==> src/rtl/pipelined_adder.sv <==
// Pipelined add/subtract unit with valid/ready flow control on both sides.
// The WIDTH-bit carry chain is cut into STAGES slices of WIDTH/STAGES bits;
// slice k is added in pipeline stage k using the carry registered by stage k-1.
// Operands travel down the pipe with their beat so later slices can consume
// them, and finished low slices ride along so the result is aligned at the end.
// Optional feature: define PIPE_ADDER_SAT_EN to clamp the result to the signed
// max/min on overflow (cout/overflow still describe the raw sum).
module pipelined_adder #(
    parameter int unsigned WIDTH  = 32,
    parameter int unsigned STAGES = 4
) (
    input  logic             clk_i,
    input  logic             rst_ni,
    input  logic             in_valid_i,
    output logic             in_ready_o,
    input  logic [WIDTH-1:0] a_i,
    input  logic [WIDTH-1:0] b_i,
    input  logic             cin_i,
    input  logic             sub_i,
    output logic             out_valid_o,
    input  logic             out_ready_i,
    output logic [WIDTH-1:0] sum_o,
    output logic             cout_o,
    output logic             overflow_o
);

    localparam int unsigned C   = WIDTH / STAGES;
    localparam int unsigned Msb = WIDTH - 1;

    // Index k carries the beat entering stage k; index STAGES is the output stage.
    logic             st_v [STAGES+1];
    logic [WIDTH-1:0] st_a [STAGES+1];
    logic [WIDTH-1:0] st_b [STAGES+1];
    logic [WIDTH-1:0] st_s [STAGES+1];
    logic             st_c [STAGES+1];

    logic stall;

    // Subtraction is folded into the operands before the first slice.
    assign st_v[0] = in_valid_i;
    assign st_a[0] = a_i;
    assign st_b[0] = sub_i ? ~b_i : b_i;
    assign st_c[0] = cin_i ^ sub_i;
    assign st_s[0] = '0;

    // The whole pipe freezes while a result waits on the consumer.
    assign stall      = st_v[STAGES] && !out_ready_i;
    assign in_ready_o = !stall;

    for (genvar k = 0; k < STAGES; k++) begin : g_stage
        logic             v_q;
        logic [WIDTH-1:0] a_q;
        logic [WIDTH-1:0] b_q;
        logic [WIDTH-1:0] s_q;
        logic             c_q;
        logic [C:0]       slc;
        logic [WIDTH-1:0] s_d;

        assign slc = {1'b0, st_a[k][k*C +: C]} + {1'b0, st_b[k][k*C +: C]}
                   + {{C{1'b0}}, st_c[k]};

        // Merge this stage's slice into the partially built result.
        always_comb begin
            s_d             = st_s[k];
            s_d[k*C +: C]   = slc[C-1:0];
        end

        // Stage register: holds on stall, loads data only for valid beats.
        always_ff @(posedge clk_i or negedge rst_ni) begin
            if (!rst_ni) begin
                v_q <= 1'b0;
                a_q <= '0;
                b_q <= '0;
                s_q <= '0;
                c_q <= 1'b0;
            end else if (!stall) begin
                v_q <= st_v[k];
                if (st_v[k]) begin
                    a_q <= st_a[k];
                    b_q <= st_b[k];
                    s_q <= s_d;
                    c_q <= slc[C];
                end
            end
        end

        assign st_v[k+1] = v_q;
        assign st_a[k+1] = a_q;
        assign st_b[k+1] = b_q;
        assign st_s[k+1] = s_q;
        assign st_c[k+1] = c_q;
    end

    logic [WIDTH-1:0] raw_sum;
    logic             a_msb;
    logic             unused_ab;

    assign raw_sum     = st_s[STAGES];
    assign a_msb       = st_a[STAGES][Msb];
    assign out_valid_o = st_v[STAGES];
    assign cout_o      = st_c[STAGES];
    assign overflow_o  = (a_msb == st_b[STAGES][Msb]) && (raw_sum[Msb] != a_msb);
    // Only the sign bits of the operands matter once the last slice is done.
    assign unused_ab   = ^{st_a[STAGES][Msb-1:0], st_b[STAGES][Msb-1:0]};

`ifdef PIPE_ADDER_SAT_EN
    // Clamp toward the sign of A; both operands share that sign on overflow.
    assign sum_o = !overflow_o ? raw_sum
                 : a_msb       ? {1'b1, {(WIDTH-1){1'b0}}}
                               : {1'b0, {(WIDTH-1){1'b1}}};
`else
    assign sum_o = raw_sum;
`endif

endmodule

==> config.mk <==
export PLATFORM = sky130hd
export DESIGN_NAME = pipelined_adder
export DESIGN_NICKNAME = d
export VERILOG_FILES = /design/src/rtl/pipelined_adder.sv
export SDC_FILE = /design/constraint.sdc
export NUM_CORES = 1
export LEC_CHECK = 0
export BUFFER_PORTS_ARGS = -buffer_cell sky130_fd_sc_hd__buf_2
export CAP_MARGIN = 20
export CORE_UTILIZATION = 57
export DETAILED_ROUTE_END_ITERATION = 7
export GPL_ROUTABILITY_DRIVEN = 0
export HOLD_SLACK_MARGIN = 0.02
export PLACE_DENSITY = 0.86
export SLEW_MARGIN = 0
export SYNTH_ARGS = -nofsm -noshare
export SYNTH_HDL_FRONTEND = slang
export SYNTH_SLANG_ARGS = --single-unit
==> constraint.sdc <==
create_clock -name clk_i -period 4.75 [get_ports clk_i]
set_input_delay 0.95 -clock clk_i [delete_from_list [all_inputs] [get_ports clk_i]]
set_output_delay 0.95 -clock clk_i [all_outputs]
set_load 0.02 [all_outputs]
==> flow_summary_export.csv <==
group,metric,value,unit
die,io_pins,106,
setup_path,r2r_end,"g_stage[1].b_q[24]",
setup_path,path_max_fanout,21,
setup_path,startpoint_type,"primary input",
pwr,p_seq_share,38.0,%
layout,layout_commonest_cell,"dfrtp_1",
synthesis,ys.flop_type,"dfrtp_1",
outcome,status,"complete, no violations",
sta,fmax,336,MHz
place,dp_cells,972,
synthesis,synth_seq_area_share,52.8,%
cts,path_clk_slew,0.07,ns
sta,holdWs,0.332,ns
sta,timing.final.setup_violations,0,
sta,clock-skew-final,0.00704,ns
route,vias,5886,
sta,finalHoldViolCount,0,
cts,cts_tree,"done",
route,first_iter_violations,607,
global_routing,antenna_found_initial,0,
layout,final_nets,910,
sta,fin_tns_setup,0,ns
sta,final.min_clock_period,2.97,ns
synthesis,synth_cell_types,46,
sta,grt_setup_unrepaired,"false",
cts,cts_buffers,17,
global_routing,track_usage,25.3,%
die,floorplan.initialDensity,58.2,%
layout,layout_common_cells,"dfrtp_1 (186), mux2_2 (122), buf_2 (104), o21ai_0 (70), nand2_1 (45)",
synthesis,syn_nets,808,
global_routing,grt_overflow_total,0,
pwr,p_comb_share,40.7,%
pwr,ir_drop,0.373,mV
synthesis,ys_seq_elements,186,
synthesis,ys_async_sr_fraction,100,%
layout,drive_above_1_share,35.3,%
synthesis,ys_warn_count,0,
flow_run,max_cap_viol_count,0,
pwr,p_int,4.63,mW
cts,ctsLongestPathBuffers,2,
setup_path,rr_startpoint,"out_valid_o",
die,die_h,126,um
setup_path,worst-r2r-cell-count,5,
route,routedWlPerCell,18.3,um
synthesis,syn_avg_cell_area,12.6,um^2
cts,cts_setup_buffers,0,
route,drc,0,
sta,slew-limit-headroom,35.6,%
setup_path,worstPathArrival,2.02,ns
sta,worst_slew_pin_slew,0.963,ns
cts,clk_root_buffer_cell,"clkbuf_16",
worst_hold_path,holdCritPathClass,"primary input to asynchronous set/reset pin",
die,dieArea,0.0160,mm^2
route,postRouteAntennaNets,0,
layout,instances_no_fill,1005,
route,wirelength,18400,um
synthesis,netlist_area,0.00882,mm^2
layout,antenna_cells,0,
die,num_rows,45,
setup_path,reg2reg_slack,2.21,ns
global_routing,grt_pass1_wl,31000,um
synthesis,synth_edf_count,0,
setup_path,crit_required,3.80,ns
synthesis,synth_cells,702,
setup_path,criticalPathCategory,"primary input to output pin",
route,first_pass_iters,6,
global_routing,grt_pass1_vias,5918,
setup_path,crit_path_end_kind,"output pin",
layout,area_delta_synth_final,14.6,%
route,via_per_inst,5.86,
cts,ctsHoldBuffers,0,
global_routing,grt_max_degree,121,
pwr,clkPwrFrac,21.3,%
die,die_x,126,um
pwr,swShare,36.7,%
pwr,cellPowerDensity,723,mW/mm^2
cts,cts_resized,0,
place,port_buffers,105,
sta,fin_crit_sh,62.6,%
cts,htreeDepth,4,
sta,slew_violations,0,
pwr,p_sw,2.68,mW
cts,cts_sinks,186,
pwr,power_leakage,4.58,nW
die,core_area,0.0151,mm^2
place,dp_hpwl,12600,um
cts,clk_latency,0.44,ns
state kept, by name, indices dropped and copies added, names as in the netlist:
| signal | cells |
|---|---|
| cout_o | 1 |
| out_valid_o | 1 |
| g_stage.c_q | 3 |
| g_stage.v_q | 3 |
| g_stage.a_q | 49 |
| g_stage.b_q | 49 |
| g_stage.s_q | 48 |
| sum_o | 32 |
stage by stage:
stage	power, mW	worst slack [ns]	cell area (um^2)	utilization (%)
global placement	5.52	1.60	9440	62.3
CTS	7.30	1.80	10100	66.6
global route	7.75	1.70	10100	66.8
detailed placement	5.67	1.52	9440	62.3
floorplan	4.90	1.61	8820	-
finish	7.31	1.78	10100	66.8
cell usage after synthesis (9+ instances only):
cell      count  area [um^2]
nor2_1       13         48.8
buf_6         9          101
xnor2_1      25          219
nor3_1       11         55.1
o21bai_1     11         82.6
o21ai_0      70          350
buf_2        15         75.1
xor2_1       17          149
nand4b_1     15          131
inv_1        15         56.3
dfrtp_1     186         4650
mux2_2      122         1370
nand2_1      45          169
a211oi_1      9         67.6
ha_1         28          350
metal layers:
metal	vias up	wire, um	GRT usage (%)	part of all wire, %
li1	2732	-	-	-
met1	2927	8460	35.4	46
met2	200	8820	39.6	48
met3	27	870	5.27	4.7
met4	0	289	8.29	1.6
met5	-	0	0	0
cell families after synthesis:
kind of cell / synth area share [%]
flip-flops: 52.8
AO/OA/AOI/OAI: 9.94
AND/OR/NAND/NOR: 8.33
multiplexers: 15.7
buffers and inverters: 3.30
XOR/XNOR: 4.17
adder cells (fa/ha/maj): 5.79
power by group through the flow:
stage                     registers, mW  logic, mW  clock network, mW
final                              2.78       2.98               1.55
after global routing               2.86       3.25               1.64
after CTS                          2.78       2.96               1.57
after detailed placement           2.79       2.88                  0
after global placement             2.75       2.77                  0
after floorplan                    2.78       2.12                  0
worst max path at each step:
stage / from / to / slack (ns) / depth (start not counted)
after floorplan: sub_i / g_stage[0].s_q[6] / 1.61 / 10
after detailed placement: out_ready_i / g_stage[1].b_q[24] / 1.52 / 6
after global placement: out_ready_i / g_stage[1].b_q[23] / 1.60 / 6
final: out_ready_i / in_ready_o / 1.78 / 4
after CTS: out_ready_i / in_ready_o / 1.80 / 4
after global routing: out_ready_i / in_ready_o / 1.70 / 4
final cells by class:
type,count,area (um^2)
fill,1112,5030
sequential,186,4650
multi-input combinational,467,3880
timing repair buffer,115,627
clock buffer,17,425
tap,188,235
clock inverter,15,224
inverter,17,66.3
critical path, cell delays in order:
cell and delay [ns]:
buf_2 0.11, nor2b_4 0.48, inv_4 0.24, buf_2 0.23
No activity file was read; power rests on OpenSTA's default activity.
